==> config.mk <==
export PLATFORM = sky130hd
export DESIGN_NAME = i2c_scl_phase_gen
export DESIGN_NICKNAME = d
export VERILOG_FILES = /design/src/rtl/i2c_pkg.sv /design/src/rtl/i2c_stretch_timer.sv /design/src/rtl/i2c_scl_phase_gen.sv
export SDC_FILE = /design/constraint.sdc
export NUM_CORES = 1
export LEC_CHECK = 0
export BUFFER_PORTS_ARGS = -buffer_cell sky130_fd_sc_hd__clkbuf_2
export CAP_MARGIN = 20
export CORE_UTILIZATION = 59
export DETAILED_ROUTE_END_ITERATION = 10
export HOLD_SLACK_MARGIN = 0.05
export PLACE_DENSITY = 0.78
export SYNTH_ARGS = -nofsm -noshare
export SYNTH_HDL_FRONTEND = slang
export SYNTH_SLANG_ARGS = --single-unit
==> constraint.sdc <==
create_clock -name clk -period 2.5 [get_ports clk]
set_input_delay 0.375 -clock clk [delete_from_list [all_inputs] [get_ports clk]]
set_output_delay 0.375 -clock clk [all_outputs]
set_load 0.02 [all_outputs]
==> src/rtl/i2c_pkg.sv <==
// i2c_pkg: phase encoding and speed-mode constants shared by the I2C SCL phase generator
package i2c_pkg;
    typedef enum logic [2:0] {PH_IDLE, PH_Q0, PH_Q1, PH_Q2, PH_Q3} scl_phase_t;
    localparam logic I2C_MODE_STD  = 1'b0;
    localparam logic I2C_MODE_FAST = 1'b1;
endpackage

==> src/rtl/i2c_stretch_timer.sv <==
// i2c_stretch_timer: counts cycles SCL is held low by a slave and flags the timeout cycle
module i2c_stretch_timer #(
    parameter int STRETCH_TO = 100000,
    parameter int TO_W       = 17
) (
    input  logic clk,
    input  logic rst,
    input  logic clr,
    input  logic inc,
    output logic timeout
);
    logic [TO_W-1:0] r_cnt;

    always_ff @(posedge clk) begin
        if (rst || clr) r_cnt <= '0;
        else if (inc) r_cnt <= r_cnt + 1'b1;
    end

    assign timeout = inc && (r_cnt == TO_W'(STRETCH_TO - 1));
endmodule

==> src/rtl/i2c_scl_phase_gen.sv <==
// i2c_scl_phase_gen: I2C master SCL quarter-phase generator with clock-stretch handling.
// Define I2C_SCL_SYNC_EN to pass scl_in through a 2-flop synchroniser before use.
module i2c_scl_phase_gen
    import i2c_pkg::*;
#(
    parameter int DIV_STD    = 250,
    parameter int DIV_FAST   = 63,
    parameter int CNT_W      = 16,
    parameter int STRETCH_TO = 100000,
    parameter int TO_W       = 17
) (
    input  logic clk,
    input  logic rst,
    input  logic ena,
    input  logic mode,
    input  logic scl_in,
    output logic scl_oe,
    output logic data_clk,
    output logic switch_range,
    output logic stretching,
    output logic bit_done,
    output logic stretch_timeout,
    output logic busy
);
    scl_phase_t       r_phase, w_phase_nx;
    logic [CNT_W-1:0] r_cnt, w_cnt_nx, w_div_m1;
    logic             r_div_sel, w_div_sel_nx;
    logic             w_scl_s, w_last, w_q2_low;

`ifdef I2C_SCL_SYNC_EN
    logic [1:0] r_sync;
    always_ff @(posedge clk) r_sync <= rst ? 2'b11 : {r_sync[0], scl_in};
    assign w_scl_s = r_sync[1];
`else
    assign w_scl_s = scl_in;
`endif

    assign w_div_m1 = r_div_sel ? CNT_W'(DIV_FAST - 1) : CNT_W'(DIV_STD - 1);
    assign w_last   = r_cnt == w_div_m1;
    assign w_q2_low = (r_phase == PH_Q2) && !w_scl_s;

    i2c_stretch_timer #(.STRETCH_TO(STRETCH_TO), .TO_W(TO_W)) u_timer (
        .clk     (clk),
        .rst     (rst),
        .clr     (r_phase != PH_Q2),
        .inc     (w_q2_low),
        .timeout (stretch_timeout)
    );

    always_comb begin
        w_phase_nx   = r_phase;
        w_cnt_nx     = r_cnt + 1'b1;
        w_div_sel_nx = r_div_sel;
        if (r_phase == PH_IDLE) begin
            w_cnt_nx = '0;
            if (ena) begin
                w_phase_nx   = PH_Q0;
                w_div_sel_nx = mode;
            end
        end else if (stretch_timeout) begin
            w_phase_nx = PH_IDLE;
            w_cnt_nx   = '0;
        end else if (w_q2_low) begin
            w_cnt_nx = r_cnt;
        end else if (w_last) begin
            w_cnt_nx   = '0;
            w_phase_nx = r_phase == PH_Q0 ? PH_Q1 :
                         r_phase == PH_Q1 ? PH_Q2 :
                         r_phase == PH_Q2 ? PH_Q3 :
                         ena              ? PH_Q0 : PH_IDLE;
            if (r_phase == PH_Q3 && ena) w_div_sel_nx = mode;
        end
    end

    always_ff @(posedge clk) begin
        if (rst) begin
            r_phase   <= PH_IDLE;
            r_cnt     <= '0;
            r_div_sel <= I2C_MODE_STD;
        end else begin
            r_phase   <= w_phase_nx;
            r_cnt     <= w_cnt_nx;
            r_div_sel <= w_div_sel_nx;
        end
    end

    assign scl_oe       = (r_phase == PH_Q0) || (r_phase == PH_Q1);
    assign data_clk     = (r_phase == PH_Q1) || (r_phase == PH_Q2);
    assign switch_range = r_phase == PH_Q2;
    assign stretching   = w_q2_low;
    assign bit_done     = (r_phase == PH_Q3) && w_last;
    assign busy         = r_phase != PH_IDLE;
endmodule

* Word-level counts from Yosys, hierarchy flattened
Cells that the tools add are included.
Word-level totals: register bits 37, output and inout bits 7
Cells by class: add/sub/neg operators 2, equality and inequality tests 11, reductions and logical operators 16, mux-type cells 17
Operators with widths (number):
- 3-bit 2-to-1 mux | 8
- 17-bit by 1-bit adder with 17-bit output (second input constant) | 1
- 17-bit == test (second input constant) | 1
- 16-bit by 1-bit adder with 16-bit output (second input constant) | 1
- 16-bit by 8-bit == test with 1-bit output | 1
- 16-bit 2-to-1 mux | 1
- 8-bit 2-to-1 mux | 1
- 1-bit 2-to-1 mux | 7
- 3-bit by 2-bit == test with 1-bit output (second input constant) | 2
- 3-bit nonzero test | 2
- 5-bit AND reduction | 1
- 1-bit logical AND | 4
- 2-bit inequality test (second input constant) | 2
- 2-bit nonzero test | 2
- 3-bit by 1-bit == test with 1-bit output (second input constant) | 1
- 3-bit == test (second input constant) | 1
- 3-bit logical NOT | 1
- 1-bit logical OR | 3
- 3-bit by 2-bit inequality test with 1-bit output (second input constant) | 1
- 3-bit inequality test (second input constant) | 1
- 3-bit AND reduction | 1
- 3-bit OR reduction | 1
- 2-bit by 1-bit inequality test with 1-bit output (second input constant) | 1
- 1-bit logical NOT | 1

* Depth between registers and ports, before layout
Gate-level depths: netlist (run 1).
word-level depth 8, depth in mapped cells 7, gate-level depth less buffers 6

* By module
From an unflattened synthesis (run 1), not the netlist that was laid out.
Second synthesis, totals: cells, all modules 223, area total of the unflattened synthesis 1905.6 µm²
By module, submodules not included:
- i2c_scl_phase_gen | cells each 125, times used 1, area an instance 1064.8 µm², seq. area each 400.4 µm²
- i2c_stretch_timer | cells each 98, times used 1, area an instance 840.8 µm², seq. area each 340.3 µm²

* Worst setup path after synthesis (run 1)
OpenSTA, ideal clock, no wires.
path kind reg-to-output, start point register r_cnt[2], end point output bit_done, arrival 2.027 ns, slack 0.098 ns, cell stages (with the launch flop) 5, buffers on the path 0, data required time 2.125 ns, cell sequence dfxtp_1 -> or4b_1 -> o22ai_2 -> nand4_4 -> nor4b_1
Between the ends: cells in the longest elaborated chain, start to end 2
Ends and longest elaborated chain:
- start, declared | RTL line i2c_scl_phase_gen.sv:26 | logic [CNT_W-1:0] r_cnt, w_cnt_nx, w_div_m1;
- start signal, assigned | RTL line i2c_scl_phase_gen.sv:82 | r_cnt <= w_cnt_nx;
- 16-bit by 8-bit == test with 1-bit output | RTL line i2c_scl_phase_gen.sv:39 | assign w_last = r_cnt == w_div_m1;
- 1-bit logical AND | RTL line i2c_scl_phase_gen.sv:91 | assign bit_done = (r_phase == PH_Q3) && w_last;
- end, declared | RTL line i2c_scl_phase_gen.sv:21 | output logic bit_done,
Every way passes these cells.

* Worst setup path after layout (run 1)
Same ends and word-level chain as after synthesis.

==> results by group, run 1 <==
Clock network
  – Hold buffers post-CTS: 0
  – Clk slew on worst S/H paths: 120 ps
  – CTS tree: built
  – CTS Buffer Depth: 2
  – Root buffer cell: clkbuf_4
  – H-Tree Depth: 2
  – Clk sinks: 37
  – Cts bufs inserted: 5
  – Worst-Skew Late Latency: 340 ps

Worst setup path
  – Type of origin of the critical path: flop
  – Worst path arrival time: 1990 ps
  – Crit path kind: flop to primary output
  – Cell at the slowest stage of the critical path: or4b_1
  – Worst Path Max Fanout: 6
  – Setup crit end kind: primary output
  – R2R Path Start: r_phase[2]
  – Worst Setup SP: r_cnt[2]
  – R2R Path End: r_cnt[15]
  – Critical Path Sink: bit_done
  – CP Cell Sequence: or4b_1 > o22ai_2 > nand4_4 > nor4b_2 > buf_4
  – Worst reg2reg path depth: 6
  – Crit path required time: 2120 ps
  – FF-to-FF setup slack: 290 ps
  – Critical path's largest stage delay: 520 ps

Synthesis
  – Syn_nets: 222
  – Synth cell types: 41
  – Sequential fraction of the synthesis area: 0.3947
  – Syn Area/Cell: 8.729 µm²
  – Cells after Synth: 215
  – Async SR Flop Fraction: 0
  – Post-synth EDFFs: 0
  – Mapped Area: 1877 µm²
  – Yosys warnings: 0
  – Count of state elements after synthesis: 37
  – Top_reg_cell synth: dfxtp_1

Hold path
  – Hold Path Class: primary input to flop
  – Hold wc startpoint: rst

Detailed routing
  – Drt wl/cell: 13.06 µm
  – DRT iter0 DRCs: 123
  – Vias per cell: 5.527
  – Via Count: 1531
  – Drt total wl: 3.619 mm
  – First-pass iteration count of the detailed router: 4
  – DR DRC count: 0
  – Post-DRT Antenna Nets: 0

Layout
  – Area Overhead vs Synth: 12.40%
  – Antenna cells: 0
  – # fillers: 246
  – FF+latch area: 744.5 µm²
  – Finished Cell Area: 2110 µm²
  – Layout cells sized above 1: 0.1674
  – Nets@finish: 239
  – Area of the multi-input gates: 1075 µm²

Placement
  – Setup WS pre-CTS: 317.4 ps
  – DPL Wire Length: 2.611 mm
  – GP Congestion: 0.8482
  – Dpl cell area: 1964 µm²
  – PortBufs: 11

Power
  – Clock share of power: 0.447
  – Comb power frac: 0.030
  – IR drop worst, VDD: 0.3519 mV
  – Net switching share of the total power: 0.1988
  – Power density cells: 543.3 nW/µm²
  – Net switching power: 0.2279 mW
  – Sequential group share of total power: 0.523
  – Leak: 0.7248 nW
  – Internal power: 0.9183 mW
  – Tot Pwr: 1.146 mW

STA
  – Setup TNS: 0 ps
  – Clock skew: 9.412 ps
  – Period utilisation layout: 0.9460
  – Worst Tran Pin Value: 617.4 ps
  – Final hold viol count: 0
  – Crit path time final: 2365 ps
  – Slew Viols, Final: 0
  – Slew headroom: 0.5884
  – RSZ-0062 raised after global routing: false
  – # setup viols final: 0
  – Final WS setup: 135.1 ps
  – Max frequency: 422.9 MHz

GRT
  – Vias in the first global route: 1469
  – Maximum number of pins on one net before global-route repair: 18
  – First-pass GRT wire length: 6.216 mm
  – Initial antenna violation count: 0
  – Tot GR Track Use: 0.2406
  – Gr ovfl total: 0

Floorplanning
  – Initial Util: 0.6198
  – Core Region: 3028 µm²
  – Row count: 20
  – Die Y-Extent: 58.40 µm
  – Die area: 3411 µm²
  – Die width: 58.40 µm
  – Number of I/O pins: 12

Flow run
  – MaxCap Viol Count: 0

Status
  – Outcome: finished, final reports clean
==> cells in the final DEF (no fill, tap or decap), types with 7 or more instances in the layout <==
cell and instances:
nor2_1 41, dfxtp_1 34, nand2_1 16, xnor2_1 16
xor2_1 14, nor3_1 10, clkbuf_2 10, nand3_1 9
inv_1 7, buf_4 7
==> synth_stat cells, drive strengths merged, types with 2 or more instances <==
cell type / n / area share
nor2: 41 / 0.082
dfxtp: 37 / 0.39
nand2: 16 / 0.032
xnor2: 16 / 0.075
xor2: 14 / 0.065
nor3: 10 / 0.027
nand3: 9 / 0.024
and3: 7 / 0.024
inv: 7 / 0.014
nand4: 7 / 0.031
nor4: 6 / 0.020
buf: 4 / 0.022
nand3b: 4 / 0.016
a21oi: 3 / 0.0080
clkbuf: 3 / 0.0060
mux2i: 3 / 0.016
o21ai: 3 / 0.010
or4b: 3 / 0.016
a211oi: 2 / 0.0080
ha: 2 / 0.013
nand4b: 2 / 0.0093
==> critical path: cells and delay by family (launching register included) <==
kind            cells  cell delay (ps)
simple gates        3              870
compound gates      1              230
buf+inv             1              180
flops               1              370
==> metrics by stage <==
stage / cells / utilization / hold WS, ps
floorplan: 215 / - / 444.1
global placement: 267 / 0.6488 / 483.7
detailed placement: 267 / 0.6488 / 495.1
CTS: 277 / 0.6909 / 261.9
global route: 277 / 0.6967 / 278.2
finish: 277 / 0.6967 / 283.2
==> cell type report <==
cell class,instances,area share
clock inverter,3,0.03084
inverter,8,0.01423
timing repair buffer,17,0.04864
sequential,37,0.3529
clock buffer,5,0.01779
multi-input combinational,163,0.5095
tap,44,0.02610
==> timing repair <==
item                                    in CTS  in global routing
cloned                                       0                  0
buffers inserted                             2                  0
resized for setup                            3                  5
endpoints found under the setup margin       1                  2
pin swaps                                    2                  2
==> routing by layer <==
layer	up-vias	GRT usage	share of wire
met5	-	0	0
met4	0	0.1122	0.018
met3	7	0.06593	0.034
met2	29	0.3711	0.45
met1	723	0.3135	0.49
li1	772	-	-
==> sequential cells by signal, summed over array words and instances (netlist names) <==
register,flops
u_timer.r_cnt,17
r_cnt,16
r_phase,3
r_div_sel,1
==> power by group through the flow <==
| stage | Sequential [mW] | Clock (mW) | Combinational [mW] |
|---|---|---|---|
| after floorplan | 0.608 | 0 | 0.0300 |
| after global placement | 0.612 | 0 | 0.0334 |
| after detailed placement | 0.613 | 0 | 0.0340 |
| after CTS | 0.600 | 0.525 | 0.0342 |
| after global routing | 0.601 | 0.549 | 0.0390 |
| final | 0.600 | 0.512 | 0.0345 |
==> cells by family after synthesis <==
kind of cell	count (synthesis)	synth area share
and+or+nand+nor	115	0.3307
DFF	37	0.3947
muxes	3	0.01600
xor gates and xnor gates	30	0.1400
adders and majority gates	2	0.01333
buffers and inverters	15	0.04400
AOI/OAI and AO/OA	13	0.06133
==> how the worst min path moves through the flow <==
stage,slack [ps],depth (start not counted),end
after global placement,480,2,r_cnt[1]
after detailed placement,500,2,r_cnt[1]
after floorplan,440,1,r_phase[1]
after global routing,280,2,r_phase[1]
final,280,2,r_phase[1]
after CTS,260,2,r_phase[1]
Power figures use the tool's default switching activity.
==> inputs of run 2 (changes only) <==
--- a/config.mk
+++ b/config.mk
@@ -13,4 +13,5 @@
 export PLACE_DENSITY = 0.78
 export SYNTH_ARGS = -nofsm -noshare
 export SYNTH_HDL_FRONTEND = slang
+export SYNTH_HIERARCHICAL = 1
 export SYNTH_SLANG_ARGS = --single-unit
==> run 2 against run 1 <==
Compared with the run above:
- hold slack gained 45 ps
- utilization shrank 3.0 points
- cell count increased by 0.72%
- die area increased by 1.5%
- largest cell class unchanged
==> results by group, run 2 <==
Floorplanning
  – Die Y-Extent: 58.83 µm (was 58.40 µm)
  – Initial Util: 0.6242 (was 0.6198)
  – Core Region: 3053 µm² (was 3028 µm²)
  – Row count: 20 (unchanged)
  – Number of I/O pins: 12 (unchanged)
  – Die width: 58.83 µm (was 58.40 µm)
  – Die area: 3461 µm² (was 3411 µm²)

Worst setup path
  – Critical path's largest stage delay: 530 ps (was 520 ps)
  – WP buf/inv: 1 (unchanged)
  – Crit path kind: flop to primary output (unchanged)
  – Crit path required time: 2120 ps (about the same)
  – CP Cell Sequence: or4b_1 > o22ai_2 > nand4_1 > nor4b_2 > buf_4 (was or4b_1 > o22ai_2 > nand4_4 > nor4b_2 > buf_4)
  – Worst path top cell family by delay: simple AND/OR/NAND/NOR gates (unchanged)
  – Crit path depth: 5 (unchanged)
  – Cell at the slowest stage of the critical path: or4b_1 (unchanged)
  – Worst path arrival time: 2010 ps (was 1990 ps)
  – R2R Path Start: r_phase[0] (was r_phase[2])
  – Worst Setup SP: r_div_sel (was r_cnt[2])
  – Setup crit end kind: primary output (unchanged)
  – FF-to-FF setup slack: 400 ps (was 290 ps)
  – Worst Path Max Fanout: 4 (was 6)
  – R2R Path End: r_cnt[12] (was r_cnt[15])
  – Worst reg2reg path depth: 7 (was 6)
  – Type of origin of the critical path: flop (unchanged)

Synthesis
  – Cell taking the most area after synthesis: dfxtp_1 (unchanged)
  – Post-Synth Adder-Cell Area: 0.01313 (was 0.01333)
  – Simple-Gate Fraction of Synth Area: 0.3473 (was 0.3307)
  – Yosys warnings: 6 (was 0)
  – Count leader, synth: dfxtp_1 (was nor2_1)
  – Syn Area/Cell: 8.545 µm² (was 8.729 µm²)
  – Multiplexer area fraction after synthesis: 0.01576 (was 0.01600)
  – Top_reg_cell synth: dfxtp_1 (unchanged)
  – Count of state elements after synthesis: 37 (unchanged)
  – Mapped Area: 1906 µm² (was 1877 µm²)
  – Xor and xnor area share after synthesis: 0.1149 (was 0.1400)
  – Sequential fraction of the synthesis area: 0.3887 (was 0.3947)
  – Cells after Synth: 223 (was 215)
  – Synth area leaders: dfxtp_1 (39%), xnor2_1 (8.3%), nor2_1 (6.5%) (was dfxtp_1 (39%), nor2_1 (8.2%), xnor2_1 (7.5%))
  – Top-area cell type share of the netlist area: 0.3887 (was 0.3947)
  – Commonest cells post-synth: dfxtp_1 (37), nor2_1 (33), xnor2_1 (18) (was nor2_1 (41), dfxtp_1 (37), nand2_1 (16), xnor2_1 (16), xor2_1 (14))
  – Post-synth EDFFs: 0 (unchanged)
  – Largest family of logic cells by synthesized area: simple AND/OR/NAND/NOR gates (unchanged)
  – Syn_nets: 230 (was 222)
  – Synth cell types: 40 (was 41)
  – Compound-Gate Fraction of Synth Area: 0.06172 (was 0.06133)
  – Async SR Flop Fraction: 0 (unchanged)

Clock network
  – Root buffer cell: clkbuf_4 (unchanged)
  – Postcts setup bufs: 0 (was 2)
  – Worst-Skew Late Latency: 340 ps (about the same)
  – Clk slew on worst S/H paths: 110 ps (was 120 ps)
  – CTS Buffer Depth: 2 (unchanged)
  – Cts bufs inserted: 5 (unchanged)
  – H-Tree Depth: 2 (unchanged)
  – Clk sinks: 37 (unchanged)
  – CTS tree: built (unchanged)

Placement
  – GP Congestion: 0.8996 (was 0.8482)
  – Dpl cell area: 1969 µm² (was 1964 µm²)
  – DPL Wire Length: 2.553 mm (was 2.611 mm)
  – PortBufs: 11 (unchanged)

Detailed routing
  – Vias per cell: 5.545 (was 5.527)
  – Drt total wl: 3.487 mm (was 3.619 mm)
  – DR DRC count: 0 (unchanged)
  – DRT iter0 DRCs: 104 (was 123)
  – First-pass iteration count of the detailed router: 4 (unchanged)
  – Via Count: 1547 (was 1531)
  – Drt wl/cell: 12.50 µm (was 13.06 µm)
  – Post-DRT Antenna Nets: 0 (unchanged)

Power
  – Comb power frac: 0.127 (was 0.030)
  – Leak: 0.6376 nW (was 0.7248 nW)
  – Sequential group share of total power: 0.581 (was 0.523)
  – Power density cells: 536.6 nW/µm² (was 543.3 nW/µm²)
  – Tot Pwr: 1.092 mW (was 1.146 mW)
  – Internal power: 0.7960 mW (was 0.9183 mW)
  – Net switching share of the total power: 0.2714 (was 0.1988)
  – Clock share of power: 0.292 (was 0.447)
  – Net switching power: 0.2965 mW (was 0.2279 mW)
  – IR drop worst, VDD: 0.3307 mV (was 0.3519 mV)

Hold path
  – Hold wc startpoint: rst (unchanged)
  – Hold Path Class: primary input to flop (unchanged)
  – Worst Hold Path EP: r_phase[2] (was r_phase[1])
  – Hold Path Stages: 2 (unchanged)

Layout
  – Layout cells sized above 1: 0.1447 (was 0.1674)
  – Most frequent cells in the layout: dfxtp_1 (35), nor2_1 (33), xnor2_1 (18) (was nor2_1 (41), dfxtp_1 (34), nand2_1 (16), xnor2_1 (16), xor2_1 (14))
  – Nets@finish: 242 (was 239)
  – Top reg by flops: u_timer/r_cnt (was u_timer.r_cnt)
  – Max reg flops: 17 (unchanged)
  – # fillers: 278 (was 246)
  – Antenna cells: 0 (unchanged)
  – Most common cell after layout, fill and taps aside: dfxtp_1 (was nor2_1)
  – Finished Cell Area: 2036 µm² (was 2110 µm²)
  – Area Overhead vs Synth: 6.828% (was 12.40%)
  – Post-layout util: 0.6668 (was 0.6967)
  – Regs by FF count: u_timer/r_cnt x17, r_cnt x16, r_phase x3 (was u_timer.r_cnt x17, r_cnt x16, r_phase x3)

STA
  – Slew Viols, Final: 0 (unchanged)
  – Slew headroom: 0.5858 (was 0.5884)
  – RSZ-0062 raised after global routing: true (was false)
  – Max frequency: 419.5 MHz (was 422.9 MHz)
  – Final hold viol count: 0 (unchanged)
  – Worst Tran Pin Value: 615.7 ps (was 617.4 ps)
  – Period utilisation layout: 0.9535 (was 0.9460)
  – Crit path time final: 2384 ps (was 2365 ps)
  – Hold_ws: 328.4 ps (was 283.2 ps)
  – # setup viols final: 0 (unchanged)
  – Clock skew: 11.35 ps (was 9.412 ps)

GRT
  – Gr ovfl total: 0 (unchanged)
  – Initial antenna violation count: 0 (unchanged)
  – Vias in the first global route: 1348 (was 1469)
  – First-pass GRT wire length: 5.954 mm (was 6.216 mm)
  – Maximum number of pins on one net before global-route repair: 18 (unchanged)
  – Tot GR Track Use: 0.2275 (was 0.2406)

Flow run
  – MaxCap Viol Count: 0 (unchanged)

Status
  – Outcome: finished, final reports clean (unchanged)
-- run 2: cell types whose count changed in the layout (fill, tap and decap cells not counted), moves of 3 or more --
cell	previous run	this run
or3_1	1	5
xor2_1	14	7
nor4b_1	0	3
a21oi_1	3	8
nor2_1	41	33
o21ai_0	2	5
nand4_1	6	9
-- run 2: per-stage QoR --
step	setup slack (ps)	setup TNS [ps]	instances
floorplan	199.1	0	223
CTS	10.53	0	279
global placement	465.6	0	272
detailed placement	400.2	0	272
global route	-4.618	-4.618	279
finish	116.1	0	279
-- run 2: kinds of logic (layout without fill, tap and decap cells) --
family	count (synthesis)	count (layout)
adder cells (fa/ha/maj)	2	2
XOR/XNOR	25	25
AO/OA/AOI/OAI	19	19
flip-flops	37	37
multiplexers	3	3
buffers and inverters	18	30
AND/OR/NAND/NOR	119	119
-- run 2: worst max path at each step --
stage / slack, ps / end
2_1_floorplan: 200 / r_cnt[6]
3_3_place_gp: 470 / r_cnt[11]
3_5_place_dp: 400 / bit_done
4_1_cts: 10 / bit_done
5_1_grt: -5 / bit_done
6_report: 120 / bit_done
-- run 2: what timing repair did --
action	in CTS	in global routing
hold buffers	0	0
gates resized for setup	0	5
endpoints found under the setup margin	0	1
endpoints found under the hold margin	0	0
-- run 2: layout make-up --
cell class / count / area, µm² / area share
Tap cell: 44 / 55.05 / 0.02704
Multi-Input combinational cell: 168 / 1065 / 0.5230
Sequential cell: 37 / 743.2 / 0.3651
Inverter: 8 / 30.03 / 0.01475
Clock buffer: 7 / 55.05 / 0.02704
Timing Repair Buffer: 15 / 87.58 / 0.04302
-- run 2: power by group through the flow --
| stage | logic (mW) | clock network [mW] | registers (mW) |
|---|---|---|---|
| final | 0.139 | 0.319 | 0.635 |
| after global routing | 0.158 | 0.359 | 0.639 |
| after CTS | 0.140 | 0.331 | 0.631 |
| after detailed placement | 0.139 | 0 | 0.645 |
| after global placement | 0.139 | 0 | 0.643 |
| after floorplan | 0.133 | 0 | 0.625 |
-- run 2: routing by layer --
layer  share of wire  GRT usage  vias to the layer above
met4           0.019     0.1020                        0
met1            0.53     0.3329                      691
met5               0          0                        -
li1                -          -                      810
met2            0.41     0.3198                       38
met3           0.039    0.04615                        8
==> inputs of run 3 (changes only) <==
--- a/config.mk
+++ b/config.mk
@@ -7,6 +7,7 @@
 export LEC_CHECK = 0
 export BUFFER_PORTS_ARGS = -buffer_cell sky130_fd_sc_hd__clkbuf_2
 export CAP_MARGIN = 20
+export CORE_ASPECT_RATIO = 0.5
 export CORE_UTILIZATION = 59
 export DETAILED_ROUTE_END_ITERATION = 10
 export HOLD_SLACK_MARGIN = 0.05
==> run 3 against run 2 <==
Compared with the run above:
- clock power rose by 31%
- clock skew fell by 6.4 ps
- design area rose by 0.68%
- setup slack improved by 47 ps
- flip-flop and latch count did not move
- non-clock buffer count fell by 1
- critical path type unchanged
- global-route usage rose by 1.3 points
- critical endpoint unchanged
==> results by group, run 3 (synthesis gave the netlist of run 2 again) <==
Detailed routing
  – DRT iter0 DRCs: 70 (was 104)
  – Post-DRT Antenna Nets: 0 (unchanged)
  – Via Count: 1588 (was 1547)
  – First-pass iteration count of the detailed router: 4 (unchanged)
  – Drt total wl: 3.650 mm (was 3.487 mm)
  – Vias per cell: 5.775 (was 5.545)
  – Drt wl/cell: 13.27 µm (was 12.50 µm)
  – DR DRC count: 0 (unchanged)

STA
  – Setup TNS: 0 ps (unchanged)
  – Clock skew: 4.965 ps (was 11.35 ps)
  – Final hold viol count: 0 (unchanged)
  – Hold_ws: 390.2 ps (was 328.4 ps)
  – Crit path time final: 2336 ps (was 2384 ps)
  – Worst Tran Pin Value: 529.4 ps (was 615.7 ps)
  – Slew headroom: 0.6438 (was 0.5858)
  – Period utilisation layout: 0.9346 (was 0.9535)
  – Slew Viols, Final: 0 (unchanged)
  – # setup viols final: 0 (unchanged)
  – Max frequency: 428.0 MHz (was 419.5 MHz)
  – RSZ-0062 raised after global routing: false (was true)

Power
  – Power density cells: 581.3 nW/µm² (was 536.6 nW/µm²)
  – Leak: 0.6444 nW (was 0.6376 nW)
  – IR drop worst, VDD: 0.5331 mV (was 0.3307 mV)

Clock network
  – Clk sinks: 37 (unchanged)
  – H-Tree Depth: 2 (unchanged)
  – Clk slew on worst S/H paths: 80 ps (was 110 ps)
  – Postcts setup bufs: 0 (unchanged)
  – Hold buffers post-CTS: 0 (unchanged)
  – Worst-Skew Late Latency: 290 ps (was 340 ps)
  – CTS Buffer Depth: 2 (unchanged)
  – Root buffer cell: clkbuf_8 (was clkbuf_4)
  – CTS tree: built (unchanged)
  – Cts bufs inserted: 5 (unchanged)
  – Post-cts resize count: 0 (unchanged)

Floorplanning
  – Initial Util: 0.6288 (was 0.6242)
  – Die Y-Extent: 42.19 µm (was 58.83 µm)
  – Number of I/O pins: 12 (unchanged)
  – Row count: 14 (was 20)
  – Core Region: 3030 µm² (was 3053 µm²)
  – Die area: 3475 µm² (was 3461 µm²)
  – Die width: 82.37 µm (was 58.83 µm)

Worst setup path
  – Worst Path Max Fanout: 4 (unchanged)
  – Type of origin of the critical path: flop (unchanged)
  – Crit path kind: flop to primary output (unchanged)
  – Worst path arrival time: 1960 ps (was 2010 ps)
  – Worst Setup SP: r_div_sel (unchanged)
  – Setup crit end kind: primary output (unchanged)
  – R2R Path Start: r_phase[0] (unchanged)
  – Crit path required time: 2120 ps (about the same)

Status
  – Outcome: finished, final reports clean (unchanged)

GRT
  – First-pass GRT wire length: 6.237 mm (was 5.954 mm)
  – Tot GR Track Use: 0.2410 (was 0.2275)
  – Maximum number of pins on one net before global-route repair: 18 (unchanged)
  – Initial antenna violation count: 0 (unchanged)
  – Gr ovfl total: 0 (unchanged)
  – Vias in the first global route: 1415 (was 1348)

Placement
  – GP Congestion: 0.7745 (was 0.8996)
  – PortBufs: 11 (unchanged)
  – DPL Wire Length: 2.646 mm (was 2.553 mm)
  – Dpl cell area: 1957 µm² (was 1969 µm²)

Layout
  – Most common cell after layout, fill and taps aside: dfxtp_1 (unchanged)
  – Finished Cell Area: 2049 µm² (was 2036 µm²)
  – Regs by FF count: u_timer/r_cnt x17, r_cnt x16, r_phase x3 (unchanged)
  – Nets@finish: 241 (was 242)
  – Max reg flops: 17 (unchanged)
  – Layout cells sized above 1: 0.1404 (was 0.1447)
  – Area Overhead vs Synth: 7.551% (was 6.828%)
  – Most frequent cells in the layout: dfxtp_1 (37), nor2_1 (33), xnor2_1 (18) (was dfxtp_1 (35), nor2_1 (33), xnor2_1 (18))
  – Antenna cells: 0 (unchanged)
  – Top reg by flops: u_timer/r_cnt (unchanged)
  – # fillers: 254 (was 278)

Hold path
  – Hold wc startpoint: rst (unchanged)
  – Hold Path Class: primary input to flop (unchanged)

Flow run
  – MaxCap Viol Count: 0 (unchanged)
run 3: critical path: stages (launching register included):
cell and delay [ps]:
dfxtp_1 340, or4b_1 540, o22ai_2 200, nand4_1 140, nor4b_2 240, clkbuf_2 200
run 3: worst paths after layout:
kind	endpoint	slack (ps)	cells after the start
setup / recovery	bit_done	160	5
hold / removal	r_phase[1]	390	2
setup reg to reg	u_timer/r_cnt[15]	440	6
hold reg to reg	u_timer/r_cnt[14]	510	2
run 3: metal layers:
layer  wire, µm  global-route usage
met5          0                   0
met4         34             0.07018
met3        171             0.08043
met2       1661              0.3884
met1       1783              0.3064
run 3: final cells by class:
cell class	count	area, µm²	share of cell area
inverter	8	30.03	0.01465
tap	40	50.05	0.02442
multi-input combinational	168	1065	0.5195
clock inverter	3	17.52	0.008547
clock buffer	5	68.82	0.03358
timing repair buffer	14	77.57	0.03785
sequential	37	740.7	0.3614
run 3: per-stage QoR:
| stage | setup slack [ps] | utilization | power [mW] | std cells |
|---|---|---|---|---|
| 3_3_place_gp | 490.9 | 0.6457 | 0.7800 | 267 |
| 6_report | 163.5 | 0.6763 | 1.191 | 275 |
| 4_1_cts | 155.3 | 0.6742 | 1.198 | 275 |
| 5_1_grt | 2.493 | 0.6763 | 1.245 | 275 |
| 3_5_place_dp | 465.8 | 0.6457 | 0.7847 | 267 |
| 2_1_floorplan | 199.1 | - | 0.7580 | 223 |
run 3: where the power goes:
group	switching, mW	internal [mW]	leakage [nW]
registers	0.0280	0.605	0.298
logic	0.0834	0.0568	0.302
clock network	0.226	0.192	0.0439
